$ cat src/rtl/prefix_addsub_seq.sv
// rtl/prefix_addsub_seq.sv - iterative Kogge-Stone adder/subtractor, one prefix level per clock; PREFIX_ADDSUB_BACK2BACK_EN enables accept-on-handshake in DONE
module prefix_addsub_seq #(
  parameter int WIDTH = 8
) (
  input  logic             clk,
  input  logic             rst_n,
  input  logic             in_valid,
  output logic             in_ready,
  input  logic [WIDTH-1:0] a,
  input  logic [WIDTH-1:0] b,
  input  logic             sub,
  output logic             out_valid,
  input  logic             out_ready,
  output logic [WIDTH-1:0] sum,
  output logic             carry_out,
  output logic             overflow
);

  localparam int LEVELS = $clog2(WIDTH);
  localparam int KW     = $clog2(LEVELS + 1);
  // k reaches LEVELS in the final SCAN cycle, where the carries are complete
  localparam logic [KW-1:0] K_LAST = KW'(LEVELS);

  typedef enum logic [1:0] {
    IDLE = 2'd0,
    SCAN = 2'd1,
    DONE = 2'd2
  } state_t;

  state_t           state_q, state_d;
  logic [KW-1:0]    k_q;
  logic [WIDTH-1:0] g_q, p_q, p0_q;
  logic             cin_q;
  logic [WIDTH-1:0] sum_q;
  logic             carry_q, ovf_q;

  logic [WIDTH-1:0] bb, p_init, g_init;
  logic [WIDTH-1:0] g_lvl, p_lvl;
  logic [WIDTH-1:0] carries;
  logic             accept, last_level;

`ifdef PREFIX_ADDSUB_BACK2BACK_EN
  assign in_ready = (state_q == IDLE) || ((state_q == DONE) && out_ready);
`else
  assign in_ready = (state_q == IDLE);
`endif

  assign accept     = in_valid && in_ready;
  assign last_level = (state_q == SCAN) && (k_q == K_LAST);
  assign out_valid  = (state_q == DONE);
  assign sum        = sum_q;
  assign carry_out  = carry_q;
  assign overflow   = ovf_q;

  // Initial generate/propagate; carry-in folds into bit 0's generate
  always_comb begin
    bb        = b ^ {WIDTH{sub}};
    p_init    = a ^ bb;
    g_init    = a & bb;
    g_init[0] = (a[0] & bb[0]) | (p_init[0] & sub);
  end

  // One Kogge-Stone level at distance 2^k; bits below the distance pass through
  always_comb begin
    g_lvl = g_q;
    p_lvl = p_q;
    for (int i = 0; i < WIDTH; i++) begin
      if (i >= (1 << k_q)) begin
        g_lvl[i] = g_q[i] | (p_q[i] & g_q[i - (1 << k_q)]);
        p_lvl[i] = p_q[i] & p_q[i - (1 << k_q)];
      end
    end
  end

  // Carry into each bit: cin for bit 0, prefix generate of the bit below otherwise
  always_comb begin
    carries = {g_q[WIDTH-2:0], cin_q};
  end

  // State register
  always_ff @(posedge clk or negedge rst_n) begin
    if (!rst_n) begin
      state_q <= IDLE;
    end else begin
      state_q <= state_d;
    end
  end

  // Next-state logic
  always_comb begin
    state_d = state_q;
    case (state_q)
      IDLE: begin
        if (accept) state_d = SCAN;
      end
      SCAN: begin
        if (last_level) state_d = DONE;
      end
      DONE: begin
        if (out_ready) state_d = accept ? SCAN : IDLE;
      end
      default: state_d = IDLE;
    endcase
  end

  // Operand capture, prefix iteration and result registers
  always_ff @(posedge clk or negedge rst_n) begin
    if (!rst_n) begin
      k_q     <= '0;
      g_q     <= '0;
      p_q     <= '0;
      p0_q    <= '0;
      cin_q   <= 1'b0;
      sum_q   <= '0;
      carry_q <= 1'b0;
      ovf_q   <= 1'b0;
    end else if (accept) begin
      k_q   <= '0;
      g_q   <= g_init;
      p_q   <= p_init;
      p0_q  <= p_init;
      cin_q <= sub;
    end else if (last_level) begin
      sum_q   <= p0_q ^ carries;
      carry_q <= g_q[WIDTH-1];
      ovf_q   <= g_q[WIDTH-1] ^ g_q[WIDTH-2];
    end else if (state_q == SCAN) begin
      g_q <= g_lvl;
      p_q <= p_lvl;
      k_q <= k_q + 1'b1;
    end
  end

endmodule
$ cat config.mk
export PLATFORM = sky130hd
export DESIGN_NAME = prefix_addsub_seq
export DESIGN_NICKNAME = d
export VERILOG_FILES = /design/src/rtl/prefix_addsub_seq.sv
export SDC_FILE = /design/constraint.sdc
export NUM_CORES = 1
export LEC_CHECK = 0
export BUFFER_PORTS_ARGS = -buffer_cell sky130_fd_sc_hd__buf_4
export CAP_MARGIN = 20
export CORE_MARGIN = 10
export CORE_UTILIZATION = 59
export DETAILED_ROUTE_END_ITERATION = 8
export PLACE_DENSITY_LB_ADDON = 0.08
export SLEW_MARGIN = 25
export SYNTH_ARGS = -nofsm -noshare
export SYNTH_HDL_FRONTEND = slang
export SYNTH_SLANG_ARGS = --single-unit
export TNS_END_PERCENT = 1
$ cat constraint.sdc
create_clock -name clk -period 4.8 [get_ports clk]
set_clock_uncertainty 0.1 [all_clocks]
set_input_delay 0.48 -clock clk [delete_from_list [all_inputs] [get_ports clk]]
set_output_delay 0.48 -clock clk [all_outputs]
set_load 0.05 [all_outputs]
==> flow_summary.json <==
{
  "async_flop_share": 1.00,
  "io_buffers": 32,
  "crit_path_max_fanout": 11,
  "coreArea_um2": 4060,
  "die_w_um": 85.2,
  "r2r_setup_slack_ns": 2.01,
  "worstRegToRegCells": 7,
  "rows": 23,
  "hold_path.class": "input port to asynchronous set/reset pin",
  "clock.fmax_mhz": 359,
  "htree_levels": 2,
  "ctsHoldBuffers": 0,
  "crit_slowest_cell": "ha_1",
  "root_buffer": "clkbuf_8",
  "drive_above_1_share": 0.212,
  "cts_buffers": 5,
  "initial_utilization": 0.619,
  "layout.nets": 311,
  "crit_end": "p_q[0]",
  "rsz0062_at_grt": "false",
  "crit_path_max_incr_delay_ns": 0.57,
  "cp-start-kind": "flop",
  "synth_top_area_share": 0.389,
  "vias": 1981,
  "post-route-period-util": 0.580,
  "drtIter0Drc": 153,
  "setup_violations": 0,
  "required_ns": 4.87,
  "synth_area_um2": 2510,
  "ys_ff_latch": 39,
  "setup_tns_ns": 0,
  "drv_cap": 0,
  "multi_input_area_um2": 1450,
  "post-route-drc-count": 0,
  "grt_pass1_wl_um": 10300,
  "period_minus_slack_ns": 2.79,
  "wl_met2_um": 2940,
  "synth.largest_area_cell": "dfrtp_1",
  "syn_avg_cell_area_um2": 10.3,
  "clock-sinks": 39,
  "regArea_um2": 976,
  "final_antenna_net_count": 0,
  "synth_cells": 244,
  "postSynthNetCount": 282,
  "clock_path_buffers": 2,
  "io_pins": 33,
  "cts_resized": 0,
  "met1Wirelength_um": 2680,
  "grt_max_degree": 40,
  "place_congestion": 0.924,
  "maxSlewViolCount": 0,
  "r2r_end": "p_q[0]",
  "utilization": 0.714,
  "drtPass1Iterations": 4,
  "viasPerCell": 6.11,
  "grt_pass1_vias": 1978,
  "top_layer": "met4",
  "worstPathCellList": "inv_1, ha_1, inv_1, ha_1, mux4_1, nor4b_1, o21ai_0",
  "synth_top_flop_cell": "dfrtp_1",
  "power.density_nw_per_um2": 785,
  "whs_ns": 0.0354,
  "wirelength_um": 6160,
  "wl_met3_um": 444,
  "fillers": 324,
  "synthToLayoutAreaGrowth_pct": 15.4,
  "die_h_um": 85.2,
  "ys_warn_count": 0,
  "fin_total_pwr_w": 0.00227,
  "cts_tree": "yes",
  "synthDistinctLibCells": 38,
  "cts_setup_buffers": 0,
  "overflow": 0,
  "p_leak_nw": 1.36,
  "cp.arrival_ns": 2.86,
  "track_usage": 0.177,
  "path_class": "flop to flop",
  "antenna_cells": 0,
  "synth_commonest_cells": "nand2_1 (52), dfrtp_1 (39), nor2_1 (18)",
  "hpwlAfterDp_um": 4460,
  "synth_edf_count": 0,
  "die-area_um2": 7270,
  "ir_drop_mv": 0.385,
  "insertion_delay_ns": 0.30,
  "post_drt_wl_per_cell_um": 19.0,
  "clkTransAtPathRegs_ns": 0.08,
  "ys_seq_area_frac": 0.389,
  "status": "completed",
  "relSlewSlack": 0.350,
  "worstReg2RegStart": "k_q[0]",
  "worst_pin_slew_ns": 0.972,
  "antenna_found_initial": 0,
  "hold_violations": 0,
  "crit_path_end_kind": "flop",
  "crit_start": "k_q[0]",
  "synthTopCellsByArea": "dfrtp_1 (39%), ha_1 (8.5%), nand2_1 (7.8%), mux4_1 (6.3%), mux4_2 (6.3%)",
  "synth.most_common_cell": "nand2_1"
}
==> metal layers <==
metal  global-route usage  up-vias
met5                    0        -
met4               0.0599        0
met3               0.0507       11
met2                0.284       55
met1                0.221      991
li1                     -      924
==> logic make-up (layout without fill, tap and decap cells) <==
family | after synthesis | count (layout) | synth area share
simple gates | 86 | 86 | 0.149
xor+xnor | 19 | 19 | 0.0663
compound gates | 41 | 41 | 0.103
mux | 23 | 23 | 0.173
fa+ha+maj | 17 | 17 | 0.0847
flops | 39 | 39 | 0.389
buf+inv | 19 | 49 | 0.0354
==> worst max-delay path: cells and delay by family (launching register included) <==
kind	cells	cell delay, ns
DFF	1	0.46
AOI/OAI and AO/OA	1	0.14
and+or+nand+nor	1	0.32
buffers and inverters	2	0.32
adders and majority gates	2	0.98
muxes	1	0.33
==> flip-flops by register name, indices dropped and copies added, names as in the netlist <==
register / flops
carry_out: 1
overflow: 1
p0_q: 8
state_q: 2
g_q: 8
cin_q: 1
sum: 8
k_q: 2
p_q: 8
==> per-stage QoR <==
step | setup WS (ns) | cell area, um2 | cells
floorplan | 2.51 | 2510 | 244
global placement | 2.15 | 2770 | 316
detailed placement | 2.03 | 2770 | 316
CTS | 2.01 | 2900 | 324
global route | 1.80 | 2900 | 324
finish | 2.01 | 2900 | 324
==> layout by cell type (no fill, tap or decap), drive strengths merged, types with 2 or more instances in the layout <==
cell,n
a21oi,13
a31oi,2
buf,34
bufinv,2
clkbuf,6
dfrtp,39
ha,17
inv,7
mux2,6
mux2i,4
mux4,13
nand2,52
nand2b,2
nand3b,2
nor2,18
nor2b,2
nor3,3
nor3b,3
o211ai,2
o21ai,13
o311ai,4
xnor2,12
xor2,7
==> worst min path at each step <==
stage	slack, ns	to	depth (start not counted)	from
after floorplan	0.08	carry_out	0	rst_n
final	0.04	state_q[0]	1	rst_n
after global placement	0.36	sum[6]	2	sum[6]
after global routing	0.08	state_q[0]	1	rst_n
after detailed placement	0.37	overflow	2	overflow
after CTS	0.06	state_q[0]	1	rst_n
==> layout make-up <==
type	instances	area share
Clock inverter	2	0.0207
Multi-Input combinational cell	186	0.499
Inverter	7	0.00906
Timing Repair Buffer	34	0.0880
Tap cell	50	0.0216
Sequential cell	39	0.337
Clock buffer	6	0.0250
==> report_power, final <==
group          internal [W]  switching (W)
combinational      0.000579       0.000710
sequential         0.000482       0.000176
clock              0.000208       0.000119
Note: power is estimated with default switching activity, not from simulation.
